$ cat config.mk
export PLATFORM = sky130hd
export DESIGN_NAME = data_mem_ctrl
export DESIGN_NICKNAME = d
export VERILOG_FILES = /design/src/rtl/data_mem_ctrl.sv
export SDC_FILE = /design/constraint.sdc
export NUM_CORES = 1
export LEC_CHECK = 0
export BUFFER_PORTS_ARGS = -buffer_cell sky130_fd_sc_hd__buf_2
export CAP_MARGIN = 20
export CORE_MARGIN = 2
export CORE_UTILIZATION = 40
export DETAILED_ROUTE_END_ITERATION = 8
export PLACE_DENSITY_LB_ADDON = 0.2
export SLEW_MARGIN = 0
export SYNTH_ARGS = -nofsm -noshare
export SYNTH_HDL_FRONTEND = slang
export SYNTH_SLANG_ARGS = --single-unit
$ cat constraint.sdc
create_clock -name clock -period 2.4 [get_ports clock]
set_input_delay 0.36 -clock clock [delete_from_list [all_inputs] [get_ports clock]]
set_output_delay 0.36 -clock clock [all_outputs]
set_load 0.1 [all_outputs]
$ cat src/rtl/data_mem_ctrl.sv
// rtl/data_mem_ctrl.sv - load/store unit bridging the memory stage to a word-addressed, byte-enabled RAM/bus
module data_mem_ctrl #(
  parameter int ADDR_W  = 30,
  parameter int TIMEOUT = 16
) (
  input  logic              clock,
  input  logic              reset,
  input  logic              req_valid,
  input  logic              req_write,
  input  logic [1:0]        req_size,
  input  logic              req_unsigned,
  input  logic [31:0]       req_addr,
  input  logic [31:0]       req_wdata,
  output logic              stall,
  output logic              resp_valid,
  output logic [31:0]       load_data,
  output logic              misalign_err,
  output logic              timeout_err,
  output logic              mem_en,
  output logic              mem_we,
  output logic [3:0]        mem_be,
  output logic [ADDR_W-1:0] mem_addr,
  output logic [31:0]       mem_wdata,
  input  logic [31:0]       mem_rdata,
  input  logic              mem_ready
);

  typedef enum logic [1:0] {IDLE, BUSY, DONE, ERR} state_t;

  localparam int CW = (TIMEOUT > 2) ? $clog2(TIMEOUT) : 1;
  localparam logic [CW-1:0] CNT_LAST = CW'((TIMEOUT > 0) ? TIMEOUT - 1 : 0);

  state_t            state, state_nxt;
  logic              r_we, r_uns, r_tmo;
  logic [3:0]        r_be;
  logic [1:0]        r_size, r_off;
  logic [ADDR_W-1:0] r_addr;
  logic [31:0]       r_wdata;
  logic [CW-1:0]     cnt;

  logic              misalign, tmo_hit;
  logic [3:0]        req_be;
  logic [31:0]       req_wd, lane, ext;

  always_comb begin
    misalign = (req_size == 2'b11) ||
               (req_size == 2'b01 && req_addr[0]) ||
               (req_size == 2'b10 && req_addr[1:0] != 2'b00);
    tmo_hit  = (TIMEOUT != 0) && (cnt == CNT_LAST);
    req_be   = 4'b1111;
    req_wd   = req_wdata;
    case (req_size)
      2'b00: begin
        req_be = 4'b0001 << req_addr[1:0];
        req_wd = {4{req_wdata[7:0]}};
      end
      2'b01: begin
        req_be = req_addr[1] ? 4'b1100 : 4'b0011;
        req_wd = {2{req_wdata[15:0]}};
      end
      default: ;
    endcase
  end

  // Lane select uses the latched offset; half accesses only ever see offsets 0 or 2.
  always_comb begin
    lane = mem_rdata >> {r_off, 3'b000};
    case (r_size)
      2'b00:   ext = r_uns ? {24'b0, lane[7:0]}  : {{24{lane[7]}}, lane[7:0]};
      2'b01:   ext = r_uns ? {16'b0, lane[15:0]} : {{16{lane[15]}}, lane[15:0]};
      default: ext = mem_rdata;
    endcase
  end

  always_ff @(posedge clock or negedge reset) begin
    if (!reset) state <= IDLE;
    else        state <= state_nxt;
  end

  always_comb begin
    state_nxt = state;
    case (state)
      IDLE: if (req_valid) state_nxt = misalign ? ERR : BUSY;
      BUSY: begin
        if (mem_ready)    state_nxt = DONE;
        else if (tmo_hit) state_nxt = ERR;
      end
      default: state_nxt = IDLE;
    endcase
  end

  always_ff @(posedge clock or negedge reset) begin
    if (!reset) begin
      r_we      <= 1'b0;
      r_uns     <= 1'b0;
      r_tmo     <= 1'b0;
      r_be      <= 4'b0;
      r_size    <= 2'b0;
      r_off     <= 2'b0;
      r_addr    <= '0;
      r_wdata   <= 32'b0;
      cnt       <= '0;
      load_data <= 32'b0;
    end else begin
      case (state)
        IDLE: if (req_valid) begin
          if (misalign) begin
            r_tmo     <= 1'b0;
            load_data <= 32'b0;
          end else begin
            r_we    <= req_write;
            r_uns   <= req_unsigned;
            r_be    <= req_be;
            r_size  <= req_size;
            r_off   <= req_addr[1:0];
            r_addr  <= req_addr[ADDR_W+1:2];
            r_wdata <= req_wd;
            cnt     <= '0;
          end
        end
        BUSY: begin
          if (mem_ready) begin
            if (!r_we) load_data <= ext;
          end else if (tmo_hit) begin
            r_tmo     <= 1'b1;
            load_data <= 32'b0;
          end else begin
            cnt <= cnt + 1'b1;
          end
        end
        default: ;
      endcase
    end
  end

  // Stall is gated by reset so a held req_valid cannot leak through while in reset.
  always_comb begin
    stall        = reset && ((state == IDLE && req_valid) || state == BUSY);
    resp_valid   = (state == DONE) || (state == ERR);
    misalign_err = (state == ERR) && !r_tmo;
    timeout_err  = (state == ERR) && r_tmo;
    mem_en       = (state == BUSY);
    mem_we       = mem_en && r_we;
    mem_be       = mem_en ? r_be : 4'b0000;
    mem_addr     = r_addr;
    mem_wdata    = r_wdata;
  end

endmodule

==> summary.md <==
| Metric | Value |
|---|---|
| Aggregate global routing overflow | 0 |
| Post-route DRC violation count | 0 |
| Sort of element at the end of the critical path | primary output |
| Net count reported at finish | 777 |
| Placement-stage worst setup slack | 0.238 ns |
| Critical path's largest stage delay | 0.43 ns |
| Post-synthesis cell area | 5310 µm² |
| Routed WL | 13.3 mm |
| Post-synthesis instance total | 474 |
| Asr flop ratio synth | 100% |
| Wire length of the first global-routing pass | 21.5 mm |
| Post-synth net total | 579 |
| DR vias/cell | 5.03 |
| Number of clock sinks | 111 |
| Transition time of the tightest slew-check pin | 0.659 ns |
| Most frequent cells in the layout | sky130_fd_sc_hd__buf_2, sky130_fd_sc_hd__dfrtp_1, sky130_fd_sc_hd__o21ai_0 |
| Number of buffers inserted to repair setup after CTS | 0 |
| Layout Area Growth over Synthesis | 30.0% |
| Share of the clock period used by the worst path | 89.4% |
| Area of the core | 13,100 µm² |
| Largest fanout on the critical path | 12 |
| Number of antenna violations at the first check in global routing | 2 |
| Final weighted congestion in routability-driven placement | 0.799 |
| Critical path buffers and inverters | 1 |
| Root buffer cell | sky130_fd_sc_hd__clkbuf_16 |
| CP delay by family, top | simple AND/OR/NAND/NOR gates |
| Deepest level of the CTS H-tree | 3 |
| Warning count from the yosys run | 0 |
| Hold buffers post-CTS | 0 |
| Clock-pin slew on the worst setup and hold paths | 0.07 ns |
| Worst slew slack as a fraction of its limit | 56.1% |
| Clock tree from TritonCTS | done |
| Final Max Tran Viols | 0 |
| Total Routing Usage GR | 18.9% |
| Number of flops mapped to enable cells by yosys | 0 |
| Critical register-to-register path endpoint | load_data[23] |
| Setup slack of the critical path after layout | 0.255 ns |
| Source of the worst register-to-register timing path | state[0] |
| Vertical die dimension | 119 µm |
| Clock Skews | 0.00528 ns |
| I/O pin count | 208 |
| Cell depth of the worst flop-to-flop path | 6 |
| Share of the yosys chip area belonging to registers | 52.3% |
| Most used flip-flop cell after synthesis | sky130_fd_sc_hd__dfrtp_1 |
| Deepest clock path buffer count | 2 |
| Most common library cell in the layout ignoring fill and taps | sky130_fd_sc_hd__buf_2 |
| Storage element area | 2780 µm² |
| Inserted Clock Buffers | 9 |
| Clock latency reported for the late side of the worst-skew pair | 0.35 ns |
| Placement Cell Area | 6550 µm² |
| Initial standard-cell utilization of the core | 40.6% |
| Total of max-cap violations | 0 |
| Number of rows in the core area | 42 |
| Final HPWL from detailed placement | 9.71 mm |
| Count of state elements after synthesis | 111 |
| Final setup violation count | 0 |
| Iteration-0 DRC Markers | 201 |
| Horiz. Die Dim | 119 µm |
| PostCTS Resize Cnt | 0 |
| Footprint of the multi-input gates | 2340 µm² |
| Min-Delay Path Class | in2async |
| Post-layout instance area | 6900 µm² |
| CP cell instances | and2b_1, and2_1, buf_2 |
| Number of global-route vias before repair | 4,156 |
| Category of the most critical setup path | reg2out |
| Critical path startpoint category | register |
| Post-Route Setup TNS | 0 ns |
| Die ar. | 14,200 µm² |
| Final Hold Vio Count | 0 |
| Outcome | completed |
| Wire per inst | 15.6 µm |
| Share of layout cells above drive strength 1 | 41.8% |
| Flop-to-flop setup slack | 0.42 ns |
| Required time of the critical path | 2.04 ns |
| RSZ-0062 raised after global routing | no |
| Mean instance size in the synthesized netlist | 11.2 µm² |
| Antenna Violating Nets Remaining | 0 |
| Cell with the largest stage delay on the worst path | sky130_fd_sc_hd__buf_2 |
| Quantity of I/O buffers inserted on ports | 207 |
| Via Count | 4,297 |
| Detailed-router iteration count before antenna repair | 4 |
| Count of different cell masters after synthesis | 53 |
| Arrival time reported for the critical path endpoint | 1.78 ns |
| Pin count of the biggest net entering global routing | 112 |
| Achievable Freq | 0.466 GHz |
| # fillers | 1,202 |
| Minimum period implied by the final worst setup slack | 2.14 ns |
==> sequential cells by signal, summed over array words and instances (netlist names) <==
signal	cells
cnt	4
load_data	32
r_tmo	1
mem_addr	30
r_size	2
r_be	4
r_off	2
state	2
r_uns	1
r_we	1
mem_wdata	32
==> per-layer routing <==
metal  vias to the layer above  GRT usage, %  share of wire (%)
li1                       2100             -                  -
met1                      2031          25.5                 44
met2                       144          29.2                 46
met3                        20          4.93                7.5
met4                         2          7.44                2.1
met5                         -             0              0.052
==> stage by stage <==
stage               cells  hold slack (ns)  util [%]
finish                854            0.145      52.7
floorplan             474           0.0644         -
detailed placement    836            0.464      50.1
global route          853            0.171      52.7
CTS                   852            0.177      52.6
global placement      836            0.457      50.1
==> area by class of cell <==
| type | instances | share of cell area (%) |
|---|---|---|
| Timing Repair Buffer | 220 | 17.1 |
| Clock buffer | 10 | 3.47 |
| Clock inverter | 6 | 1.32 |
| Multi-Input combinational cell | 319 | 34.0 |
| Sequential cell | 111 | 40.3 |
| Inverter | 11 | 0.599 |
| Antenna cell | 1 | 0.0363 |
| Tap cell | 176 | 3.19 |
==> synth_stat cells (7+ instances only) <==
library cell	number	area, µm²
sky130_fd_sc_hd__dfrtp_1	111	2780
sky130_fd_sc_hd__mux2_2	32	360
sky130_fd_sc_hd__inv_1	11	41.3
sky130_fd_sc_hd__nor2_1	21	78.8
sky130_fd_sc_hd__mux2_1	13	146
sky130_fd_sc_hd__o21ai_0	49	245
sky130_fd_sc_hd__mux2i_1	34	340
sky130_fd_sc_hd__and2_1	14	87.6
sky130_fd_sc_hd__a21oi_1	17	85.1
sky130_fd_sc_hd__clkbuf_1	13	48.8
sky130_fd_sc_hd__o2111ai_1	7	61.3
sky130_fd_sc_hd__nand2b_1	9	56.3
sky130_fd_sc_hd__nand2_1	47	176
sky130_fd_sc_hd__a221o_1	18	180
sky130_fd_sc_hd__o2bb2ai_1	8	70.1
sky130_fd_sc_hd__buf_2	13	65.1
==> worst max-delay path by stage <==
stage / startpoint / end / cells after the start
floorplan: state[0] / misalign_err / 3
global placement: cnt[0] / load_data[28] / 5
global route: state[1] / mem_be[2] / 3
finish: state[1] / mem_be[2] / 3
detailed placement: cnt[0] / load_data[23] / 5
CTS: state[1] / mem_be[2] / 3
==> logic make-up after synthesis <==
group	count (synthesis)	share of synthesized area [%]
compound gates	115	14.8
simple gates	122	12.2
flops	111	52.3
buf+inv	44	3.84
fa+ha+maj	1	0.236
mux	80	16.4
xor+xnor	1	0.165
==> worst reg2reg max path: stages (launching register included) <==
cell	delay, ns
sky130_fd_sc_hd__dfrtp_1	0.38
sky130_fd_sc_hd__buf_4	0.18
sky130_fd_sc_hd__or3b_4	0.45
sky130_fd_sc_hd__a21oi_4	0.15
sky130_fd_sc_hd__a21oi_2	0.14
sky130_fd_sc_hd__buf_6	0.23
sky130_fd_sc_hd__a221o_1	0.35
Power is not shown: default switching activity piles up to over one toggle a cycle in this logic, so the estimate is an artifact.
